File: src/rtl/input_port_sync.sv
// Multi-channel synchronised, debounced input port with per-channel change/overrun
// flags and a strobed, zero-extended read path onto the data bus.
module input_port_sync #(
  parameter int InSize      = 2,
  parameter int DataSize    = 4,
  parameter int Channels    = 2,
  parameter int SyncStages  = 2,
  parameter int DebounceCnt = 3,
  parameter int SelW        = (Channels > 1) ? $clog2(Channels) : 1
) (
  input  logic                         CLK,
  input  logic                         RST_N,
  input  logic [Channels*InSize-1:0]   INPUT,
  input  logic [SelW-1:0]              SEL,
  input  logic                         RD,
  output logic [DataSize-1:0]          INPUTD,
  output logic                         VALID,
  output logic [Channels-1:0]          CHANGED,
  output logic [Channels-1:0]          OVERRUN,
  output logic                         IRQ
);

  localparam int CntW = $clog2(DebounceCnt + 1);
  localparam logic [CntW-1:0] CntMax  = CntW'(DebounceCnt);
  localparam logic [CntW-1:0] CntLast = CntW'(DebounceCnt - 1);

  logic [InSize-1:0]   r_sync [Channels][SyncStages];
  logic [InSize-1:0]   r_cand [Channels];
  logic [InSize-1:0]   r_held [Channels];
  logic [CntW-1:0]     r_cnt  [Channels];
  logic [Channels-1:0] r_changed;
  logic [Channels-1:0] r_overrun;
  logic [DataSize-1:0] r_inputd;
  logic                r_valid;

  logic [InSize-1:0]   w_synced [Channels];
  logic [Channels-1:0] w_accept;
  logic [Channels-1:0] w_clear;
  logic                w_selOk;
  logic [InSize-1:0]   w_selHeld;
  logic [DataSize-1:0] w_rdData;

  always_comb begin
    w_selOk   = ({1'b0, SEL} < (SelW + 1)'(Channels));
    w_selHeld = '0;
    if (w_selOk) begin
      w_selHeld = r_held[SEL];
    end
    w_rdData                = '0;
    w_rdData[InSize-1:0]    = w_selHeld;
    w_accept                = '0;
    w_clear                 = '0;
    for (int c = 0; c < Channels; c++) begin
      w_synced[c] = r_sync[c][SyncStages-1];
      w_accept[c] = (w_synced[c] == r_cand[c]) && (r_cnt[c] == CntLast) &&
                    (r_cand[c] != r_held[c]);
      w_clear[c]  = RD && w_selOk && (SEL == SelW'(c));
    end
  end

  always_ff @(posedge CLK or negedge RST_N) begin
    if (!RST_N) begin
      for (int c = 0; c < Channels; c++) begin
        for (int s = 0; s < SyncStages; s++) begin
          r_sync[c][s] <= '0;
        end
      end
    end else begin
      for (int c = 0; c < Channels; c++) begin
        r_sync[c][0] <= INPUT[c*InSize +: InSize];
        for (int s = 1; s < SyncStages; s++) begin
          r_sync[c][s] <= r_sync[c][s-1];
        end
      end
    end
  end

  // A new synced value restarts the count; acceptance fires once, on the edge the
  // value has been seen for DebounceCnt+1 consecutive cycles, then the count saturates.
  always_ff @(posedge CLK or negedge RST_N) begin
    if (!RST_N) begin
      for (int c = 0; c < Channels; c++) begin
        r_cand[c] <= '0;
        r_cnt[c]  <= '0;
        r_held[c] <= '0;
      end
    end else begin
      for (int c = 0; c < Channels; c++) begin
        if (w_synced[c] != r_cand[c]) begin
          r_cand[c] <= w_synced[c];
          r_cnt[c]  <= '0;
        end else if (r_cnt[c] < CntMax) begin
          r_cnt[c]  <= r_cnt[c] + 1'b1;
        end
        if (w_accept[c]) begin
          r_held[c] <= r_cand[c];
        end
      end
    end
  end

  // New acceptance beats a read-clear; a read on the same edge consumes the old
  // event, so it cannot count as an overrun.
  always_ff @(posedge CLK or negedge RST_N) begin
    if (!RST_N) begin
      r_changed <= '0;
      r_overrun <= '0;
    end else begin
      r_changed <= w_accept | (r_changed & ~w_clear);
      r_overrun <= ~w_clear & (r_overrun | (w_accept & r_changed));
    end
  end

  always_ff @(posedge CLK or negedge RST_N) begin
    if (!RST_N) begin
      r_inputd <= '0;
      r_valid  <= 1'b0;
    end else begin
      r_valid <= RD;
      if (RD) begin
        r_inputd <= w_rdData;
      end
    end
  end

  assign INPUTD  = r_inputd;
  assign VALID   = r_valid;
  assign CHANGED = r_changed;
  assign OVERRUN = r_overrun;
  assign IRQ     = |r_changed;

endmodule

File: config.mk
export PLATFORM = sky130hd
export DESIGN_NAME = input_port_sync
export DESIGN_NICKNAME = d
export VERILOG_FILES = /design/src/rtl/input_port_sync.sv
export SDC_FILE = /design/constraint.sdc
export NUM_CORES = 1
export LEC_CHECK = 0
export BUFFER_PORTS_ARGS = -buffer_cell sky130_fd_sc_hd__clkbuf_2
export CAP_MARGIN = 20
export CORE_MARGIN = 8
export CORE_UTILIZATION = 28
export DETAILED_ROUTE_END_ITERATION = 12
export HOLD_SLACK_MARGIN = 0.12
export PLACE_DENSITY = 0.53
export SLEW_MARGIN = 15
export SYNTH_ARGS = -nofsm -noshare
export SYNTH_HDL_FRONTEND = slang
export SYNTH_SLANG_ARGS = --single-unit
File: constraint.sdc
create_clock -name CLK -period 2.4 [get_ports CLK]
set_clock_uncertainty 0.1 [all_clocks]
set_input_delay 0.12 -clock CLK [delete_from_list [all_inputs] [get_ports CLK]]
set_output_delay 0.12 -clock CLK [all_outputs]
set_load 0.03 [all_outputs]
==> qor.json, run 1 <==
{
  "critical_path_arrival_ps": 1420,
  "ys_seq_elements": 27,
  "drt-initial-drc-count": 6,
  "grt_first_pass_wirelength_um": 2753,
  "max_cap_viol_count": 0,
  "clock-sinks": 27,
  "holdPathEnd": "r_sync[5]$_DFF_PN0_",
  "postRouteWirelength_um": 1536,
  "instance_area_at_placement_mm2": 0.001165,
  "met3_usage_pct": 3.341,
  "timing.max_slew.rel_slack_pct": 57.20,
  "worst-setup-path-type": "reg -> reg",
  "clock_insertion_delay_worst_skew_ps": 260,
  "first_pass_iters": 4,
  "global_route.usage.met1_pct": 5.368,
  "xor_and_xnor_fraction_of_the_mapped_netlist_area_pct": 8.294,
  "worstHoldStart": "r_sync[7]$_DFF_PN0_",
  "num-fill-cells": 376,
  "clock_tree_from_tritoncts": "yes",
  "stdcell_area_mm2": 0.001280,
  "clock_pin_slew_worst_setup_and_hold_paths_ps": 80,
  "power.share.combinational_pct": 18.5,
  "initial_antenna_violation_count": 0,
  "floorplan.initialDensity_pct": 29.06,
  "cell_area_after_synthesis_mm2": 0.001056,
  "rsz0062_at_grt": "false",
  "report.final.hold_viol_count": 0,
  "power.share.sequential_pct": 56.8,
  "worst_hold_path_type": "reg -> reg",
  "tritoncts.num_buffers": 3,
  "power.share.switching_pct": 27.57,
  "cp_data_required_time_ps": 2450,
  "power_density_mw_per_mm2": 764.8,
  "vdd.ir_drop.worst_uv": 349.5,
  "finalWeightedCongestion": 0.6652,
  "detail_route.drc_violations": 0,
  "drt.antenna.violating_nets": 0,
  "design.die.area_mm2": 0.005992,
  "timing.reg2reg.setup_slack_ps": 1030,
  "synth-simple-area-share_pct": 8.649,
  "outcome": "complete, no violations",
  "critical_path.reg2reg.startpoint": "r_cand[2]$_DFFE_PN0P_",
  "instances_no_fill": 154,
  "critPathLaunchType": "register",
  "placed_instances": 143,
  "leakage_nw": 0.6288,
  "final_core_util_pct": 35.23,
  "grt_most_used_layer": "met2",
  "yosysWarnings": 0,
  "finalNetCount": 119,
  "critical_path_peak_fanout": 4,
  "max_slew.worst_pin.slew_ps": 642.0,
  "post_route_cells_drive_above_1_share_pct": 20.75,
  "fp.coreArea_mm2": 0.003633,
  "grt.overflow.total": 0,
  "dpl.hpwl_um": 1184,
  "track_usage_pct": 5.628,
  "placement_rows": 22,
  "pwr-share-clk_pct": 24.7,
  "r2r_cells": 3,
  "synth_sequential_area_ratio_pct": 63.98,
  "area_growth_syn_to_layout_pct": 21.21,
  "synth_cell_types": 20,
  "synth-compound-area-share_pct": 4.265,
  "synth-adder-area-share_pct": 4.739,
  "fin_total_pwr_uw": 979.0,
  "port-buffer-count": 15,
  "die_x_um": 77.41,
  "die_h_um": 77.41,
  "total_negative_setup_slack_ps": 0,
  "synth.area.mux_share_pct": 6.161,
  "floorplan.io_pins": 18,
  "routedWlPerCell_um": 9.974,
  "diodes": 0,
  "finalCriticalPeriod_ps": 1373,
  "intPower_uw": 709.1,
  "number_of_instances_on_the_worst_hold_path": 0,
  "synth_top_family_by_area": "simple AND/OR/NAND/NOR gates",
  "cts-resized-gates": 0,
  "clock_path_buffers": 2,
  "dr_total_vias": 593,
  "final-max-slew-violation-count": 0,
  "vias_per_cell": 3.851,
  "first_global_vias": 653,
  "max_freq_ghz": 0.7283,
  "setup.worst_path.end_class": "register",
  "clock_root_buffer_master": "sky130_fd_sc_hd__clkbuf_8",
  "cts_setup_buffers": 0,
  "timing.final.setup_violations": 0,
  "finalCritPeriodShare_pct": 57.21,
  "r2r-end": "r_held[2]$_DFFE_PN0P_",
  "synth_area_per_cell_um2": 12.42,
  "routing_usage_on_met2_pct": 9.436,
  "grt_start_max_net_pins": 28,
  "hold_buffers": 7,
  "crit_start": "r_cand[2]$_DFFE_PN0P_",
  "power_switching_uw": 269.9,
  "htree_num_levels": 1,
  "post_synth_inst_count": 85
}
final cells by class:
cell class | count | area [um^2] | share of cell area [%]
clock buffer | 4 | 45.04 | 3.519
inverter | 2 | 7.507 | 0.5865
multi-input combinational | 51 | 346.6 | 27.08
sequential | 27 | 675.6 | 52.79
tap | 48 | 60.06 | 4.692
timing repair buffer | 22 | 145.1 | 11.34
critical path, stage by stage (launching register included):
cell and delay [ps]:
sky130_fd_sc_hd__dfrtp_1 420, sky130_fd_sc_hd__xnor2_1 260, sky130_fd_sc_hd__nand3_2 160, sky130_fd_sc_hd__mux2_1 330
per-layer routing:
metal / share of wire (%) / wire (um)
met2: 46 / 709
met4: 1.4 / 21
met1: 43 / 654
met3: 9.8 / 150
met5: 0 / 0
cell usage in the layout, fill, tap and decap left out, types with 2 or more instances in the layout:
| cell | instances |
|---|---|
| sky130_fd_sc_hd__clkbuf_8 | 3 |
| sky130_fd_sc_hd__mux2_1 | 2 |
| sky130_fd_sc_hd__ha_1 | 4 |
| sky130_fd_sc_hd__xnor2_1 | 4 |
| sky130_fd_sc_hd__nor2_1 | 10 |
| sky130_fd_sc_hd__mux2_2 | 2 |
| sky130_fd_sc_hd__dlygate4sd3_1 | 7 |
| sky130_fd_sc_hd__a21oi_1 | 4 |
| sky130_fd_sc_hd__nand2_1 | 7 |
| sky130_fd_sc_hd__inv_1 | 2 |
| sky130_fd_sc_hd__o21ai_0 | 2 |
| sky130_fd_sc_hd__dfrtp_1 | 27 |
| sky130_fd_sc_hd__conb_1 | 2 |
| sky130_fd_sc_hd__o31ai_1 | 2 |
| sky130_fd_sc_hd__mux2i_1 | 2 |
| sky130_fd_sc_hd__xor2_1 | 6 |
| sky130_fd_sc_hd__clkbuf_2 | 15 |
stage by stage:
stage / hold slack (ps) / setup WS, ps
after floorplan: -275.6 / 1131
after global placement: 69.50 / 1061
after detailed placement: 82.83 / 1028
after CTS: 253.5 / 1014
after global routing: 258.4 / 946.2
final: 252.1 / 1027
flip-flops by register name (all words and copies together), names as in the netlist:
register and count:
CHANGED 2, r_sync 8, INPUTD 2, OVERRUN 2
VALID 1, r_held 4, r_cand 4, r_cnt 4
power groups by stage:
| stage | clock network [mW] | registers (mW) | logic, mW |
|---|---|---|---|
| floorplan | 0 | 0.582 | 0.108 |
| global placement | 0 | 0.563 | 0.172 |
| detailed placement | 0 | 0.566 | 0.176 |
| CTS | 0.260 | 0.557 | 0.185 |
| global route | 0.276 | 0.565 | 0.207 |
| finish | 0.242 | 0.556 | 0.181 |
how the worst max path moves through the flow:
stage	end	depth (start not counted)	slack [ps]
floorplan	r_held[2]$_DFFE_PN0P_	3	1130
global placement	r_held[2]$_DFFE_PN0P_	3	1060
detailed placement	r_held[2]$_DFFE_PN0P_	3	1030
CTS	IRQ	2	1010
global route	r_held[2]$_DFFE_PN0P_	3	950
finish	r_held[2]$_DFFE_PN0P_	3	1030
Yosys cell counts:
cell	instances	area (um^2)
sky130_fd_sc_hd__o21ai_0	2	10.01
sky130_fd_sc_hd__xor2_1	6	52.55
sky130_fd_sc_hd__nor2_1	10	37.54
sky130_fd_sc_hd__ha_1	4	50.05
sky130_fd_sc_hd__dfrtp_1	27	675.7
sky130_fd_sc_hd__xnor2_1	4	35.03
sky130_fd_sc_hd__buf_4	2	15.01
sky130_fd_sc_hd__mux2_1	2	22.52
sky130_fd_sc_hd__mux2_2	2	22.52
sky130_fd_sc_hd__o31ai_1	2	15.01
sky130_fd_sc_hd__inv_1	2	7.510
sky130_fd_sc_hd__nand3_2	1	10.01
sky130_fd_sc_hd__nand2b_1	1	6.260
sky130_fd_sc_hd__mux2i_1	2	20.02
sky130_fd_sc_hd__or2_2	1	6.260
sky130_fd_sc_hd__conb_1	1	3.750
sky130_fd_sc_hd__a21oi_1	4	20.02
sky130_fd_sc_hd__nand2_1	7	26.28
sky130_fd_sc_hd__clkbuf_1	4	15.01
sky130_fd_sc_hd__nand3_1	1	5.000
logic make-up after synthesis:
logic type	after synthesis
multiplexers	6
AND/OR/NAND/NOR	21
AO/OA/AOI/OAI	8
flip-flops	27
adder cells (fa/ha/maj)	4
buffers and inverters	8
other	1
XOR/XNOR	10
Note: power is estimated with default switching activity, not from simulation.
==> run 2: changes to the inputs <==
--- a/config.mk
+++ b/config.mk
@@ -5,13 +5,14 @@
 export SDC_FILE = /design/constraint.sdc
 export NUM_CORES = 1
 export LEC_CHECK = 0
+export ABC_AREA = 1
 export BUFFER_PORTS_ARGS = -buffer_cell sky130_fd_sc_hd__clkbuf_2
 export CAP_MARGIN = 20
 export CORE_MARGIN = 8
 export CORE_UTILIZATION = 28
 export DETAILED_ROUTE_END_ITERATION = 12
 export HOLD_SLACK_MARGIN = 0.12
-export PLACE_DENSITY = 0.53
+export PLACE_DENSITY = 0.52
 export SLEW_MARGIN = 15
 export SYNTH_ARGS = -nofsm -noshare
 export SYNTH_HDL_FRONTEND = slang
==> constraint.sdc (replaced) <==
create_clock -name CLK -period 1.44 [get_ports CLK]
set_clock_uncertainty 0.1 [all_clocks]
set_input_delay 0.072 -clock CLK [delete_from_list [all_inputs] [get_ports CLK]]
set_output_delay 0.072 -clock CLK [all_outputs]
set_load 0.03 [all_outputs]
==> qor.json, run 2 <==
{
  "outcome": "complete, no violations",
  "design.die.area": {"value": 0.006536, "unit": "mm^2", "change": "+9.1%"},
  "leakage": {"value": 0.7628, "unit": "nW", "change": "+21%"},
  "area_growth_syn_to_layout_pct": 19.24,
  "setup.worst_path.end_class": "register",
  "cts-resized-gates": {"value": 0, "change": "unchanged"},
  "r2r-end": "r_held[1]$_DFFE_PN0P_",
  "finalCritPeriodShare": {"value": 81.64, "unit": "%", "change": "+24 points"},
  "track_usage": {"value": 6.815, "unit": "%", "change": "+1.2 points"},
  "floorplan.io_pins": {"value": 18, "change": "unchanged"},
  "worst-setup-path-type": "reg -> reg",
  "synth-simple-area-share": {"value": 24.23, "unit": "%", "change": "+16 points"},
  "most_common_library_cell_in_the_layout_ignoring_fill_and_taps": "sky130_fd_sc_hd__nand2_1",
  "die_h": {"value": 80.85, "unit": "um", "change": "+4.4%"},
  "placement_rows": {"value": 23, "change": "+4.5%"},
  "grt_first_pass_wirelength": {"value": 3574, "unit": "um", "change": "+30%"},
  "total_negative_setup_slack": {"value": 0, "unit": "ps", "change": "unchanged"},
  "timing.max_slew.rel_slack": {"value": 54.85, "unit": "%", "change": "-2.4 points"},
  "dpl.hpwl": {"value": 1528, "unit": "um", "change": "+29%"},
  "critical_path_arrival": {"value": 1230, "unit": "ps", "change": "-190 ps"},
  "worst_hold_path_type": "reg -> reg",
  "vdd.ir_drop.worst": {"value": 782.7, "unit": "uV", "change": "+120%"},
  "postRouteWirelength": {"value": 1998, "unit": "um", "change": "+30%"},
  "post_route_cells_drive_above_1_share": {"value": 18.67, "unit": "%", "change": "-2.1 points"},
  "finalWeightedCongestion": {"value": 0.7532, "change": "+13%"},
  "synth_top_family_by_area": "simple AND/OR/NAND/NOR gates",
  "vias_per_cell": {"value": 4.150, "change": "+7.8%"},
  "worstHoldStart": "r_sync[7]$_DFF_PN0_",
  "post_synth_inst_count": {"value": 129, "change": "+52%"},
  "fp.coreArea": {"value": 0.004029, "unit": "mm^2", "change": "+11%"},
  "synth.area.mux_share": {"value": 0, "unit": "%", "change": "-6.2 points"},
  "cp_data_required_time": {"value": 1500, "unit": "ps", "change": "-950 ps"},
  "top_register": "r_sync",
  "yosysWarnings": {"value": 0, "change": "unchanged"},
  "diodes": {"value": 0, "change": "unchanged"},
  "finalCriticalPeriod": {"value": 1176, "unit": "ps", "change": "-197.5 ps"},
  "critical_path_peak_fanout": {"value": 5, "change": "+1"},
  "synth-adder-area-share": {"value": 4.251, "unit": "%", "change": "-0.49 points"},
  "ys_top_cells_by_area": "sky130_fd_sc_hd__dfrtp_1 (57%), sky130_fd_sc_hd__nand2_1 (12%), sky130_fd_sc_hd__inv_1 (5.7%)",
  "post-synth-top-count-cell": "sky130_fd_sc_hd__nand2_1",
  "number_of_instances_on_the_worst_hold_path": {"value": 0, "change": "unchanged"},
  "drt.antenna.violating_nets": {"value": 0, "change": "unchanged"},
  "clock-sinks": {"value": 27, "change": "unchanged"},
  "synth_sequential_area_ratio": {"value": 57.39, "unit": "%", "change": "-6.6 points"},
  "clock_root_buffer_master": "sky130_fd_sc_hd__clkbuf_8",
  "first_global_vias": {"value": 845, "change": "+29%"},
  "report.final.hold_viol_count": {"value": 0, "change": "unchanged"},
  "max_slew.worst_pin.slew": {"value": 677.3, "unit": "ps", "change": "+35.32 ps"},
  "finalNetCount": {"value": 163, "change": "+37%"},
  "dr_total_vias": {"value": 830, "change": "+40%"},
  "grt.overflow.total": {"value": 0, "change": "unchanged"},
  "routedWlPerCell": {"value": 9.990, "unit": "um", "change": "+0.16%"},
  "ys_seq_elements": {"value": 27, "change": "unchanged"},
  "synth_area_per_cell": {"value": 9.127, "unit": "um^2", "change": "-27%"},
  "holdPathEnd": "r_sync[5]$_DFF_PN0_",
  "initial_antenna_violation_count": {"value": 0, "change": "unchanged"},
  "cell_area_after_synthesis": {"value": 0.001177, "unit": "mm^2", "change": "+11%"},
  "timing.final.setup_violations": {"value": 0, "change": "unchanged"},
  "num-fill-cells": {"value": 430, "change": "+14%"},
  "power_density": {"value": 1263, "unit": "mW/mm^2", "change": "+65%"},
  "timing.reg2reg.setup_slack": {"value": 260, "unit": "ps", "change": "-760 ps"},
  "detail_route.drc_violations": {"value": 0, "change": "unchanged"},
  "synth_cell_types": {"value": 17, "change": "-15%"},
  "first_pass_iters": {"value": 3, "change": "-1"},
  "tritoncts.num_buffers": {"value": 3, "change": "unchanged"},
  "final-max-slew-violation-count": {"value": 0, "change": "unchanged"},
  "dominantRegCellSynth": "sky130_fd_sc_hd__dfrtp_1",
  "drt-initial-drc-count": {"value": 31, "change": "+25"},
  "cts_setup_buffers": {"value": 0, "change": "unchanged"},
  "synth-compound-area-share": {"value": 3.401, "unit": "%", "change": "-0.86 points"},
  "max_cap_viol_count": {"value": 0, "change": "unchanged"},
  "ys_async_sr_fraction": {"value": 100.0, "unit": "%", "change": "unchanged"},
  "max_freq": {"value": 0.8506, "unit": "GHz", "change": "+17%"},
  "ys_top_cells_by_count": "sky130_fd_sc_hd__nand2_1 (39), sky130_fd_sc_hd__dfrtp_1 (27), sky130_fd_sc_hd__inv_1 (18), sky130_fd_sc_hd__nor2_1 (9), sky130_fd_sc_hd__nand4_1 (6)",
  "critical_path.reg2reg.startpoint": "r_cand[0]$_DFFE_PN0P_",
  "clock_tree_from_tritoncts": "yes",
  "rsz0062_at_grt": "false",
  "synth_largest_area_cell": "sky130_fd_sc_hd__dfrtp_1",
  "floorplan.initialDensity": {"value": 29.22, "unit": "%", "change": "+0.16 points"},
  "clock_insertion_delay_worst_skew": {"value": 260, "unit": "ps", "change": "about the same"},
  "xor_and_xnor_fraction_of_the_mapped_netlist_area": {"value": 1.488, "unit": "%", "change": "-6.8 points"},
  "die_x": {"value": 80.85, "unit": "um", "change": "+4.4%"},
  "synth_largest_type_area_fraction": {"value": 57.39, "unit": "%", "change": "-6.6 points"},
  "port-buffer-count": {"value": 15, "change": "unchanged"},
  "critPathLaunchType": "register",
  "clock_pin_slew_worst_setup_and_hold_paths": {"value": 80, "unit": "ps", "change": "about the same"},
  "whs": {"value": 253.1, "unit": "ps", "change": "+0.9660 ps"},
  "htree_num_levels": {"value": 1, "change": "unchanged"},
  "clock_path_buffers": {"value": 2, "change": "unchanged"},
  "layout.cells.most_common_list": "sky130_fd_sc_hd__nand2_1 (39), sky130_fd_sc_hd__dfrtp_1 (27), sky130_fd_sc_hd__inv_1 (18), sky130_fd_sc_hd__clkbuf_2 (15), sky130_fd_sc_hd__nor2_1 (9)",
  "r2r_cells": {"value": 7, "change": "+4"},
  "hold_buffers": {"value": 7, "change": "unchanged"},
  "grt_start_max_net_pins": {"value": 28, "change": "unchanged"},
  "largest_register_ffs": {"value": 8, "change": "unchanged"},
  "synth_edf_count": {"value": 0, "change": "unchanged"}
}
[run 2: cell count changes after synthesis, sizes merged, moves of 4 or more]
cell,change
nand4,+6
xnor2,-4
nand2,+36
xor2,-4
mux2,-4
inv,+18
[run 2: stage by stage]
step | area (um^2) | instances | worst slack (ps) | power, mW | utilization, %
finish | 1404 | 200 | 264.4 | 1.773 | 34.84
CTS | 1404 | 200 | 249.4 | 1.807 | 34.84
global route | 1404 | 200 | 134.5 | 1.909 | 34.84
global placement | 1289 | 189 | 305.6 | 1.349 | 31.99
floorplan | 1181 | 130 | 373.4 | 1.245 | -
detailed placement | 1289 | 189 | 266.3 | 1.369 | 31.99
[run 2: worst max-delay path by stage]
stage                          start                    end  cells after the start
2_1_floorplan   r_cnt[0]$_DFFE_PN0P_   r_cnt[1]$_DFFE_PN0P_                      5
3_3_place_gp   r_cand[3]$_DFFE_PN0P_  r_held[3]$_DFFE_PN0P_                      6
3_5_place_dp   r_cand[2]$_DFFE_PN0P_  r_held[3]$_DFFE_PN0P_                      7
4_1_cts        r_cand[2]$_DFFE_PN0P_  r_held[3]$_DFFE_PN0P_                      7
5_1_grt        r_cand[0]$_DFFE_PN0P_  r_held[1]$_DFFE_PN0P_                      7
6_report       r_cand[0]$_DFFE_PN0P_  r_held[1]$_DFFE_PN0P_                      7
[run 2: metal layers]
metal / up-vias / track usage [%] / share of wire [%]
li1: 428 / - / -
met1: 384 / 7.525 / 46
met2: 16 / 11.55 / 46
met3: 2 / 3.311 / 7.4
met4: 0 / 1.607 / 0.70
met5: - / 0 / 0
[run 2: power by group]
| group | leakage [nW] | total, mW | internal [mW] | switching (mW) |
|---|---|---|---|---|
| combinational | 0.402 | 0.412 | 0.139 | 0.273 |
| clock | 0.0228 | 0.411 | 0.198 | 0.213 |
| sequential | 0.338 | 0.951 | 0.863 | 0.0879 |
| total | 0.763 | 1.77 | 1.20 | 0.574 |
[run 2: cell type report]
type / count / area [um^2] / area share [%]
Multi-Input combinational cell: 77 / 400.4 / 28.52
Clock buffer: 4 / 45.04 / 3.209
Timing Repair Buffer: 22 / 145.1 / 10.34
Tap cell: 50 / 62.56 / 4.456
Inverter: 20 / 75.07 / 5.348
Sequential cell: 27 / 675.6 / 48.13
[run 2: cell families after synthesis]
kind of cell	after synthesis
xor+xnor	2
flops	27
simple gates	62
compound gates	7
other cells	1
buf+inv	26
fa+ha+maj	4
[run 2: worst max-delay path, stage by stage, from the launching register on]
cell,delay (ps)
sky130_fd_sc_hd__dfrtp_1,400
sky130_fd_sc_hd__inv_1,70
sky130_fd_sc_hd__nand2_1,60
sky130_fd_sc_hd__nand2_1,80
sky130_fd_sc_hd__nor2_4,140
sky130_fd_sc_hd__nand3_2,100
sky130_fd_sc_hd__nand2_1,70
sky130_fd_sc_hd__nand2_1,60
